<file path="src/rtl/riscv_ctrl_pkg.sv">
// Shared encodings for the multicycle RV32I-subset controller: FSM states,
// opcodes, ALU operation classes and datapath mux select codes.
package riscv_ctrl_pkg;

  typedef enum logic [3:0] {
    S_FETCH,
    S_DECODE,
    S_MEMADR,
    S_MEMREAD,
    S_MEMWB,
    S_MEMWRITE,
    S_EXECUTER,
    S_EXECUTEI,
    S_ALUWB,
    S_BEQ,
    S_JAL
  } state_t;

  localparam logic [6:0] OP_LW  = 7'b0000011;
  localparam logic [6:0] OP_SW  = 7'b0100011;
  localparam logic [6:0] OP_R   = 7'b0110011;
  localparam logic [6:0] OP_I   = 7'b0010011;
  localparam logic [6:0] OP_BEQ = 7'b1100011;
  localparam logic [6:0] OP_JAL = 7'b1101111;

  // ALU operation class handed from the main decoder to alu_decoder
  localparam logic [1:0] ALU_OP_ADD   = 2'b00;
  localparam logic [1:0] ALU_OP_SUB   = 2'b01;
  localparam logic [1:0] ALU_OP_FUNCT = 2'b10;

  localparam logic [2:0] ALU_ADD = 3'b000;
  localparam logic [2:0] ALU_SUB = 3'b001;
  localparam logic [2:0] ALU_AND = 3'b010;
  localparam logic [2:0] ALU_OR  = 3'b011;
  localparam logic [2:0] ALU_SLT = 3'b101;

  localparam logic [1:0] IMM_I = 2'b00;
  localparam logic [1:0] IMM_S = 2'b01;
  localparam logic [1:0] IMM_B = 2'b10;
  localparam logic [1:0] IMM_J = 2'b11;

  localparam logic [1:0] RES_ALU_OUT    = 2'b00;
  localparam logic [1:0] RES_DATA       = 2'b01;
  localparam logic [1:0] RES_ALU_RESULT = 2'b10;

  localparam logic [1:0] SRC_A_PC     = 2'b00;
  localparam logic [1:0] SRC_A_OLD_PC = 2'b01;
  localparam logic [1:0] SRC_A_RD1    = 2'b10;

  localparam logic [1:0] SRC_B_RD2  = 2'b00;
  localparam logic [1:0] SRC_B_IMM  = 2'b01;
  localparam logic [1:0] SRC_B_FOUR = 2'b10;

endpackage

</file>
<file path="src/rtl/alu_decoder.sv">
// Combinational ALU decoder: maps the main decoder's ALU operation class and
// the instruction function fields to the ALU control code.
module alu_decoder
  import riscv_ctrl_pkg::*;
(
  input  logic [1:0] alu_op,
  input  logic [2:0] funct3,
  input  logic       op5,
  input  logic       funct7b5,
  output logic [2:0] alu_control
);

  always_comb begin
    alu_control = ALU_ADD;
    case (alu_op)
      ALU_OP_ADD: alu_control = ALU_ADD;
      ALU_OP_SUB: alu_control = ALU_SUB;
      ALU_OP_FUNCT: begin
        case (funct3)
          // funct7b5 only selects sub for R-type; addi with instr[30]=1 stays add
          3'b000:  alu_control = (op5 & funct7b5) ? ALU_SUB : ALU_ADD;
          3'b010:  alu_control = ALU_SLT;
          3'b110:  alu_control = ALU_OR;
          3'b111:  alu_control = ALU_AND;
          default: alu_control = ALU_ADD;
        endcase
      end
      default: alu_control = ALU_ADD;
    endcase
  end

endmodule

</file>
<file path="src/rtl/multicycle_controller.sv">
// Main control FSM for a shared-memory multicycle RV32I-subset datapath.
// Optional build macro MEM_READY_EN adds a mem_ready handshake input.
module multicycle_controller
  import riscv_ctrl_pkg::*;
(
  input  logic       clk,
  input  logic       reset,
`ifdef MEM_READY_EN
  input  logic       mem_ready,
`endif
  input  logic [6:0] op,
  input  logic [2:0] funct3,
  input  logic       funct7b5,
  input  logic       zero,
  output logic       pc_write,
  output logic       adr_src,
  output logic       mem_write,
  output logic       ir_write,
  output logic [1:0] result_src,
  output logic [1:0] alu_src_a,
  output logic [1:0] alu_src_b,
  output logic [1:0] imm_src,
  output logic [2:0] alu_control,
  output logic       reg_write,
  output logic       illegal_instr
);

  state_t     state_q, state_d;
  logic       ready;
  logic       pc_update;
  logic       branch;
  logic       ir_write_c;
  logic       mem_write_c;
  logic       reg_write_c;
  logic       illegal_c;
  logic [1:0] alu_op;

`ifdef MEM_READY_EN
  assign ready = mem_ready;
`else
  assign ready = 1'b1;
`endif

  // NOTE: sequential state uses non-blocking assignments so every register
  // samples the pre-edge value of its inputs regardless of process order.
  always_ff @(posedge clk or posedge reset) begin
    if (reset) state_q <= S_FETCH;
    else       state_q <= state_d;
  end

  // NOTE: every signal driven here gets a default first; a path that leaves
  // one unassigned would infer a latch.
  always_comb begin
    state_d     = state_q;
    pc_update   = 1'b0;
    branch      = 1'b0;
    adr_src     = 1'b0;
    ir_write_c  = 1'b0;
    mem_write_c = 1'b0;
    reg_write_c = 1'b0;
    illegal_c   = 1'b0;
    result_src  = RES_ALU_OUT;
    alu_src_a   = SRC_A_PC;
    alu_src_b   = SRC_B_RD2;
    imm_src     = IMM_I;
    alu_op      = ALU_OP_ADD;

    case (state_q)
      S_FETCH: begin
        alu_src_b  = SRC_B_FOUR;
        result_src = RES_ALU_RESULT;
        if (ready) begin
          ir_write_c = 1'b1;
          pc_update  = 1'b1;
          state_d    = S_DECODE;
        end
      end
      S_DECODE: begin
        // Branch target is precomputed here while the op is being decoded
        alu_src_a = SRC_A_OLD_PC;
        alu_src_b = SRC_B_IMM;
        imm_src   = IMM_B;
        case (op)
          OP_LW, OP_SW: state_d = S_MEMADR;
          OP_R:         state_d = S_EXECUTER;
          OP_I:         state_d = S_EXECUTEI;
          OP_BEQ:       state_d = S_BEQ;
          OP_JAL:       state_d = S_JAL;
          default: begin
            illegal_c = 1'b1;
            state_d   = S_FETCH;
          end
        endcase
      end
      S_MEMADR: begin
        alu_src_a = SRC_A_RD1;
        alu_src_b = SRC_B_IMM;
        imm_src   = (op == OP_SW) ? IMM_S : IMM_I;
        state_d   = (op == OP_SW) ? S_MEMWRITE : S_MEMREAD;
      end
      S_MEMREAD: begin
        adr_src = 1'b1;
        if (ready) state_d = S_MEMWB;
      end
      S_MEMWB: begin
        result_src  = RES_DATA;
        reg_write_c = 1'b1;
        state_d     = S_FETCH;
      end
      S_MEMWRITE: begin
        adr_src     = 1'b1;
        mem_write_c = 1'b1;
        if (ready) state_d = S_FETCH;
      end
      S_EXECUTER: begin
        alu_src_a = SRC_A_RD1;
        alu_src_b = SRC_B_RD2;
        alu_op    = ALU_OP_FUNCT;
        state_d   = S_ALUWB;
      end
      S_EXECUTEI: begin
        alu_src_a = SRC_A_RD1;
        alu_src_b = SRC_B_IMM;
        imm_src   = IMM_I;
        alu_op    = ALU_OP_FUNCT;
        state_d   = S_ALUWB;
      end
      S_ALUWB: begin
        reg_write_c = 1'b1;
        state_d     = S_FETCH;
      end
      S_BEQ: begin
        alu_src_a = SRC_A_RD1;
        alu_src_b = SRC_B_RD2;
        alu_op    = ALU_OP_SUB;
        branch    = 1'b1;
        state_d   = S_FETCH;
      end
      S_JAL: begin
        alu_src_a = SRC_A_OLD_PC;
        alu_src_b = SRC_B_FOUR;
        pc_update = 1'b1;
        state_d   = S_ALUWB;
      end
      default: state_d = S_FETCH;
    endcase
  end

  // Strobes are masked while reset is held; the selects already show FETCH
  // because the state register is forced there asynchronously.
  assign pc_write      = ~reset & (pc_update | (branch & zero));
  assign ir_write      = ~reset & ir_write_c;
  assign mem_write     = ~reset & mem_write_c;
  assign reg_write     = ~reset & reg_write_c;
  assign illegal_instr = ~reset & illegal_c;

  alu_decoder u_alu_decoder (
    .alu_op      (alu_op),
    .funct3      (funct3),
    .op5         (op[5]),
    .funct7b5    (funct7b5),
    .alu_control (alu_control)
  );

endmodule
</file>
<file path="config.mk">
export PLATFORM = sky130hd
export DESIGN_NAME = multicycle_controller
export DESIGN_NICKNAME = d
export VERILOG_FILES = /design/src/rtl/riscv_ctrl_pkg.sv /design/src/rtl/alu_decoder.sv /design/src/rtl/multicycle_controller.sv
export SDC_FILE = /design/constraint.sdc
export NUM_CORES = 1
export LEC_CHECK = 0
export CAP_MARGIN = 20
export CORE_UTILIZATION = 38
export DETAILED_ROUTE_END_ITERATION = 6
export PLACE_DENSITY = 0.81
export SLEW_MARGIN = 10
export SYNTH_ARGS = -nofsm -noshare
export SYNTH_HDL_FRONTEND = slang
export SYNTH_SLANG_ARGS = --single-unit
</file>
<file path="constraint.sdc">
create_clock -name clk -period 2.2 [get_ports clk]
set_clock_uncertainty 0.05 [all_clocks]
set_input_delay 0.44 -clock clk [delete_from_list [all_inputs] [get_ports clk]]
set_output_delay 0.44 -clock clk [all_outputs]
set_load 0.02 [all_outputs]
</file>
* Yosys cells after proc, flatten, opt, wreduce, memory -nomap -nowiden *
Cells that the tools add are included.

storage, ports and cells
  word-level logic and storage cells = 63
  output and inout bits = 17
  input port bits = 14
  register bits after elaboration = 4

operators by class
  reductions and logical operators = 12
  mux-type cells = 20
  bitwise gates (word level) = 9
  equal/unequal tests = 21

operators by type and width
  cell                                           count
  one-hot mux 4 bit (5 select lines)             2
  one-hot mux 2 bit (2 select lines)             5
  == test 4 x 3 -> 1 bit, second input constant  4
  == test 7 x 6 -> 1 bit, second input constant  2
  == test 7 bit, second input constant           2
  == test 4 bit, second input constant           3
  one-hot mux 3 bit (4 select lines)             1
  OR reduction 2 bit                             6
  2-to-1 mux 1 bit                               10
  == test 4 x 2 -> 1 bit, second input constant  2
  bitwise AND 1 bit                              7
  == test 7 x 2 -> 1 bit, second input constant  1
  == test 7 x 5 -> 1 bit, second input constant  1
  == test 3 bit, second input constant           2
  one-hot mux 3 bit (2 select lines)             1
  OR reduction 3 bit                             2
  OR reduction 6 bit                             1
  == test 4 x 1 -> 1 bit, second input constant  1
  logical NOT 4 bit                              1
  OR reduction 4 bit                             1
  == test 3 x 2 -> 1 bit, second input constant  1
  logical NOT 3 bit                              1
  2-to-1 mux 3 bit                               1
  == test 2 x 1 -> 1 bit, second input constant  1
  other kinds (3)                                3

* Longest topological paths before layout *
Gate-level depths: netlist (run 1).

  word-level depth = 5
  gate-level depth with buffers = 8
  mapped depth without buffers = 7

* Hierarchy *
From an unflattened synthesis (run 1), not the netlist that was laid out.

unflattened totals
  cell total of the unflattened synthesis = 72
  area total of the unflattened synthesis = 618.1 sq um

by module, submodules not included
  module                 seq. area each (sq um)  instances  cells each  area each (sq um)
  multicycle_controller  100.1                   1          61          521.8
  alu_decoder            0.0                     1          11          96.3

* Least setup slack after synthesis (run 1) *
Ideal clock, no wire load.

  path type = register to output
  from = register state_q[2]
  to = output alu_control[2]
  cell stages (with the launch flop) = 7
  path buffers = 1
  data required time = 1.710 ns
  arrival time = 1.846 ns
  slack = -0.136 ns
  cell sequence = dfrtp_1 -> buf_6 -> nand2b_1 -> or2_1 -> inv_2 -> ha_1 -> nor4_1

between the ends
  cells in the longest elaborated chain, start to end = 5
  elaborated cells between the ends (all ways) = 8
  classes of those cells = 5 x eq/ne; 2 x mux; 1 x reduce/logical

ends and longest elaborated chain
  what                                                            line                         text
  from (decl)                                                     multicycle_controller.sv:28  state_t state_q, state_d;
  from (signal assigned)                                          multicycle_controller.sv:48  else state_q <= state_d;
  == test 4 x 3 -> 1 bit                                          multicycle_controller.sv:68  case (state_q)
  OR reduction 2 bit (no source line)                             --
  one-hot mux 2 bit (2 select lines) (*)                          multicycle_controller.sv:68
  == test 2 bit / == test 2 x 1 -> 1 bit (equally long branches)  alu_decoder.sv:15            case (alu_op)
  one-hot mux 3 bit (2 select lines) (*)                          alu_decoder.sv:15
  to (decl)                                                       multicycle_controller.sv:23  output logic [2:0] alu_control,

Mark *: on every way between the ends. The rest lies on a longest branch, timed or not.

* Final worst setup path (run 1) *
  from = register state_q[1]
  to = output alu_control[0]

Same word-level chain as after synthesis.

==> run metrics, run 1 <==
final setup vio count=0; TritonRoute pass-1 iters=4; final routed DRC violation total=0; Synth area leader=dfrtp_1; dpl cells=141; Placed Area=1041 µm²; Clock Tree Buf Depth=2; Mapped Cells=78; die height=41.17 µm; sequential area share after synthesis=0.1717; first-pass GRT wire length=2553 µm; Max FO, Critical Path=4; Worst VDD drop=0.7535 mV; RSZ-0062 raised after global routing=yes; sw frac=0.4633; antenna fix cells=0; initial antenna violation count=0; largest reg by FF count=state_q; CTS buffer count=3; clock sinks=4; Clk pwr share=0.129; R2R cell count=4; Fin. Hold Viols=0; vias in the first global route=617; drt total wl=1946 µm; XOR/XNOR share of the synthesized area=0.03004; Avg Inst Size Synth=7.475 µm²; Ys Warns=0; max reg flops=4; Mapped Area=583.1 µm²; layout cell share with drive strength beyond 1=0.4419; Pleak=0.5735 nW; GR Overflow Total=0; Comb pwr share=0.732; Synth Register Bits=4; row count=13; Post-synth EDFFs=0; Largest regs=state_q x4; complex-gate fraction of the synthesized area=0.1223; Final Slew Violations=0; DRT iter0 DRCs=16; clk_lat worst skew=0.24 ns; Max Clock Freq=0.4575 GHz; Die Area=1695 µm²; routed len/inst=13.51 µm; mux cell area share after synthesis=0; Util after Layout=0.8333; combinational family with the most area after synthesis=simple AND/OR/NAND/NOR gates; Die Span X=41.17 µm; CTS tree=yes; pin count of the biggest net entering global routing=13; Core ar.=1366 µm²; Adder-Cell Fraction of Synth Area=0.04292; drt via density=5.215; worst hold slack=0.5004 ns; most used flip-flop cell after synthesis=dfrtp_1; Required @ worst endpoint=1.71 ns; initial core utilization=0.4267; PnR Total Power=0.7249 mW; syn_nets=94; GRT Total Usage=0.2388; status=complete, no violations; Antenna Nets Post-Route=0; max-cap violation count=0; Worst-path clk slew=0.04 ns; fin nets=147; Flop pwr share=0.138; H-tree depth=1; Setup WS post-layout=0.01403 ns; Non-Filler Instances=144; hpwl dp=1377 µm; Setup WS pre-CTS=-0.5341 ns; net switching power=0.3359 mW; final period utilization=0.9936; total negative slack=0 ns; Worst Max-Slew Pin Slew=0.3224 ns; Netlist cell types=36; Int Pwr=0.3890 mW; synth-to-layout area growth=95.28%; Synth area leaders=dfrtp_1 17%, nor3_1 5.2%, nor2_1 5.2%, ha_1 4.3%, nor2b_1 4.3%; post-synthesis simple-gate area fraction=0.5386; Setup crit end kind=primary output; Pwr per Cell Area=636.7 nW/µm²; Hold/Removal Path Class=in -> reg; hold path depth=3; Finished Cell Area=1139 µm²; Worst slew margin=0.7844; crit path DAT=1.70 ns; IO Port Bufs=30; Final GP Congestion=0.7690; via count=751; Synth async-reset ratio=1.000; Worst setup SP type=flop; # IOs=31; Synth top area share=0.1717; Final min period=2.186 ns; critical path type=reg -> out; CTS root buf=clkbuf_4
## repair_timing
| action | 4_1_cts | 5_1_grt |
|---|---|---|
| hold buffers | 0 | 0 |
| resized for setup | 55 | 24 |
| pin swaps | 7 | 11 |
| setup buffers | 0 | 0 |
| setup endpoints to repair | 17 | 7 |
## synth_stat cells (2+ instances only)
library cell,number
or2_1,2
nand2_1,6
nand3_1,2
and2_1,2
buf_2,2
nor3_1,6
nand2b_1,2
o21ai_0,3
inv_1,3
nor2_1,8
buf_6,2
nor4_1,2
ha_1,2
o21ai_1,2
and3_1,2
a21oi_1,4
nor3b_1,2
nor2b_1,4
dfrtp_1,4
xnor2_1,2
## critical path: stages (launching register included)
cell and delay [ns]:
dfrtp_1 0.40, nand2b_4 0.15, or2_4 0.26, ha_4 0.18, nand3_2 0.06, nor3_2 0.04
nor3_2 0.15, nor2_1 0.06, buf_4 0.15
## path summary, 6_finish.rpt
| path | to | slack (ns) | startpoint |
|---|---|---|---|
| hold / removal | state_q[3] | 0.50 | op[0] |
| min in group asynchronous | state_q[1] | 0.58 | reset |
| hold reg to reg | state_q[2] | 0.69 | state_q[1] |
| max in group asynchronous | state_q[0] | 1.36 | reset |
| setup reg to reg | state_q[1] | 0.77 | state_q[3] |
| setup / recovery | alu_control[0] | 0.01 | state_q[1] |
## final cells by class
cell class / instances / area, µm²
Sequential cell: 4 / 100.1
Timing Repair Buffer: 53 / 461.7
Multi-Input combinational cell: 65 / 518.0
Inverter: 4 / 17.52
Fill cell: 91 / 227.7
Clock buffer: 3 / 22.52
Tap cell: 15 / 18.77
## cell families after synthesis
family,after synthesis
DFF,4
buffers and inverters,9
adders and majority gates,2
AOI/OAI and AO/OA,12
xor gates and xnor gates,2
and+or+nand+nor,49
## placed cells by master, fill, tap and decap left out, drive strengths merged, types with 3 or more instances in the layout
cell type / netlist / routed
nor2b: 4 / 4
nand2: 6 / 6
nand2b: 3 / 3
nor2: 9 / 9
o21ai: 5 / 5
clkdlybuf4s50: 0 / 6
dfrtp: 4 / 4
clkbuf: 0 / 5
a21oi: 4 / 4
dlygate4sd2: 0 / 7
buf: 5 / 29
inv: 4 / 4
nor4: 3 / 3
nor3: 6 / 6
dlymetal6s2s: 0 / 7
## power by group through the flow
stage | registers, mW | clock network (mW) | logic [mW]
finish | 0.100 | 0.0938 | 0.531
global route | 0.101 | 0.100 | 0.568
CTS | 0.0999 | 0.102 | 0.523
detailed placement | 0.100 | 0 | 0.569
global placement | 0.100 | 0 | 0.559
floorplan | 0.103 | 0 | 0.299
## metal layers
metal	wire length, µm	global-route usage	share of wire	up-vias
li1	-	-	-	377
met1	823	0.2695	0.42	342
met2	1020	0.4180	0.52	28
met3	69	0.03261	0.035	4
met4	33	0.1452	0.017	0
met5	0	0	0	-
(Power assumes the default switching activity.)
==> inputs of run 2 (changes only) <==
--- a/config.mk
+++ b/config.mk
@@ -7,6 +7,7 @@
 export LEC_CHECK = 0
 export CAP_MARGIN = 20
 export CORE_UTILIZATION = 38
+export CTS_CLUSTER_DIAMETER = 80
 export DETAILED_ROUTE_END_ITERATION = 6
 export PLACE_DENSITY = 0.81
 export SLEW_MARGIN = 10
==> results of run 2 <==
The final DEF is identical to that of run 1; final timing and power are the same.
==> inputs of run 3 (changes only) <==
--- a/config.mk
+++ b/config.mk
@@ -6,11 +6,13 @@
 export NUM_CORES = 1
 export LEC_CHECK = 0
 export CAP_MARGIN = 20
-export CORE_UTILIZATION = 38
+export CELL_PAD_IN_SITES_DETAIL_PLACEMENT = 2
+export CELL_PAD_IN_SITES_GLOBAL_PLACEMENT = 2
+export CORE_UTILIZATION = 19
 export CTS_CLUSTER_DIAMETER = 80
 export DETAILED_ROUTE_END_ITERATION = 6
-export PLACE_DENSITY = 0.81
-export SLEW_MARGIN = 10
+export PLACE_DENSITY = 0.79
+export SLEW_MARGIN = 0
 export SYNTH_ARGS = -nofsm -noshare
 export SYNTH_HDL_FRONTEND = slang
 export SYNTH_SLANG_ARGS = --single-unit
==> run metrics, run 3 (synthesized netlist as in run 1, its figures left out) <==
Core ar.=2829 µm² (was 1366 µm²); TritonRoute pass-1 iters=6 (was 4); via count=772 (was 751); Slowest-stage cell, CP=dfrtp_1 (unchanged); Max FO, Critical Path=4 (unchanged); antenna fix cells=0 (unchanged); FF-to-FF setup slack=0.74 ns (was 0.77 ns); routed len/inst=15.07 µm (was 13.51 µm); Pwr per Cell Area=644.7 nW/µm² (was 636.7 nW/µm²); fin nets=150 (was 147); die height=57.40 µm (was 41.17 µm); Non-Filler Instances=163 (was 144); Clock Tree Buf Depth=2 (unchanged); Slowest Stage Delay on Critical Path=0.41 ns (was 0.40 ns); PnR Total Power=0.7518 mW (was 0.7249 mW); Fin. Hold Viols=0 (unchanged); CTS buffer count=3 (unchanged); CTS root buf=clkbuf_4 (unchanged); CTS hold repair buffers=0 (unchanged); met3 WL=87 µm (was 69 µm); status=complete, but fails checks (was complete, no violations); Max Clock Freq=0.4559 GHz (was 0.4575 GHz); Die Span X=57.40 µm (was 41.17 µm); Hold/Removal Path Class=in -> reg (unchanged); GRT Total Usage=0.1458 (was 0.2388); Die Area=3294 µm² (was 1695 µm²); clock sinks=4 (unchanged); Setup WS post-layout=0.006330 ns (was 0.01403 ns); final period utilization=0.9971 (was 0.9936); Worst slew margin=0.8195 (was 0.7844); Crit path max-delay family=simple AND/OR/NAND/NOR gates (unchanged); Final GP Congestion=0.8221 (was 0.7690); H-tree depth=1 (unchanged); max reg flops=4 (unchanged); # IOs=31 (unchanged); CTS tree=yes (unchanged); final setup vio count=0 (unchanged); pin count of the biggest net entering global routing=13 (unchanged); Pleak=0.5658 nW (was 0.5735 nW); Final min period=2.194 ns (was 2.186 ns); Most Frequent Cell on Critical Path=nor3_2 (unchanged); Antenna Nets Post-Route=0 (unchanged); Final Slew Violations=0 (unchanged); vias in the first global route=863 (was 617); IO Port Bufs=30 (unchanged); max-cap violation count=0 (unchanged); final routed DRC violation total=3 (was 0); drt total wl=2456 µm (was 1946 µm); largest reg by FF count=state_q (unchanged); top sig layer=met4 (unchanged); Worst setup SP type=flop (unchanged); Largest regs=state_q x4 (unchanged); crit path DAT=1.70 ns (about the same); Setup WS pre-CTS=-0.5854 ns (was -0.5341 ns); failing checks=DRC; Worst-path clk slew=0.03 ns (was 0.04 ns); dpl cells=158 (was 141); Util after Layout=0.4122 (was 0.8333); crit-path cells=nand2b_4, or2_4, ha_4, nand3_4, nor3_2, nor3_2, nor2_1, buf_4 (was nand2b_4, or2_4, ha_4, nand3_2, nor3_2, nor3_2, nor2_1, buf_4); Required @ worst endpoint=1.71 ns (about the same); commonest non-fill, non-tap cell in the layout=buf_4 (unchanged); initial core utilization=0.2061 (was 0.4267); met1 WL=1004 µm (was 823 µm); RSZ-0062 raised after global routing=yes (unchanged); Worst VDD drop=0.2518 mV (was 0.7535 mV); routed wl met2=1340 µm (was 1020 µm); layout cell share with drive strength beyond 1=0.4848 (was 0.4419); Worst Max-Slew Pin Slew=0.2703 ns (was 0.3224 ns); most frequent cells in the layout=29 x buf_4, 8 x dlygate4sd2_1, 7 x nor2_1, 7 x clkdlybuf4s50_1 (was 23 x buf_4, 7 x nor2_1, 7 x dlymetal6s2s_1, 7 x dlygate4sd2_1, 6 x clkdlybuf4s50_1); initial antenna violation count=0 (unchanged); Setup crit end kind=primary output (unchanged); clk_lat worst skew=0.23 ns (was 0.24 ns); row count=19 (was 13); hpwl dp=1903 µm (was 1377 µm); Fill cells=319 (was 91); first-pass GRT wire length=3829 µm (was 2553 µm); drt via density=4.736 (was 5.215); Buf/Inv on CP=1 (unchanged); GR Overflow Total=0 (unchanged); synth-to-layout area growth=100.0% (was 95.28%); DRT iter0 DRCs=13 (was 16); critical path type=reg -> out (unchanged)
run 3: cell types whose count changed in the layout (fill, tap and decap cells not counted), sizes merged:
cell	before	now
clkdlybuf4s15	2	0
clkdlybuf4s50	6	7
clkbuf	5	8
dlymetal6s2s	7	5
dlygate4sd2	7	8
buf	29	31
run 3: timing repair:
| action | 4_1_cts | 5_1_grt |
|---|---|---|
| setup buffers | 0 | 2 |
| pin swaps | 4 | 8 |
| gates resized for setup | 48 | 33 |
| hold endpoints to repair | 0 | 0 |
| endpoints found under the setup margin | 17 | 10 |
run 3: routing by layer:
layer  vias up  global-route usage
met3         2                   0
li1        383                   -
met4         0             0.04530
met2        21              0.2907
met5         -                   0
met1       366              0.1664
run 3: metrics by stage:
step | setup TNS (ns) | instance area [µm²] | hold WS [ns]
finish | 0 | 1166 | 0.5514
global route | -0.1745 | 1166 | 0.5587
CTS | -0.1680 | 1099 | 0.5869
detailed placement | -2.487 | 1069 | 0.6581
global placement | -2.260 | 1069 | 0.6493
floorplan | 0 | 589.3 | 0.1561
run 3: cell type report:
type,count,area (µm²),share of cell area
Multi-Input combinational cell,65,526.8,0.4517
Inverter,4,15.01,0.01288
Tap cell,31,38.79,0.03326
Sequential cell,4,101.3,0.08691
Timing Repair Buffer,56,461.7,0.3959
Clock buffer,3,22.52,0.01931
run 3: path summary, 6_finish.rpt:
path | start | end | depth (start not counted)
setup / recovery | state_q[1] | alu_control[0] | 8
hold / removal | op[0] | state_q[3] | 3
setup reg to reg | state_q[0] | state_q[3] | 5
hold reg to reg | state_q[0] | state_q[0] | 2
max in group asynchronous | reset | state_q[3] | 3
min in group asynchronous | reset | state_q[0] | 3
run 3: worst register-to-register path, cell delays in order (launching register included):
cell and delay, ns:
dfrtp_1 0.40, buf_4 0.20, or3b_2 0.47, nand2_1 0.09, nand2_1 0.06, o21ai_1 0.10
run 3: power breakdown:
part | internal (mW) | switching (mW) | total, mW
clock | 0.0607 | 0.0258 | 0.0865
combinational | 0.256 | 0.309 | 0.565
sequential | 0.0872 | 0.0131 | 0.100
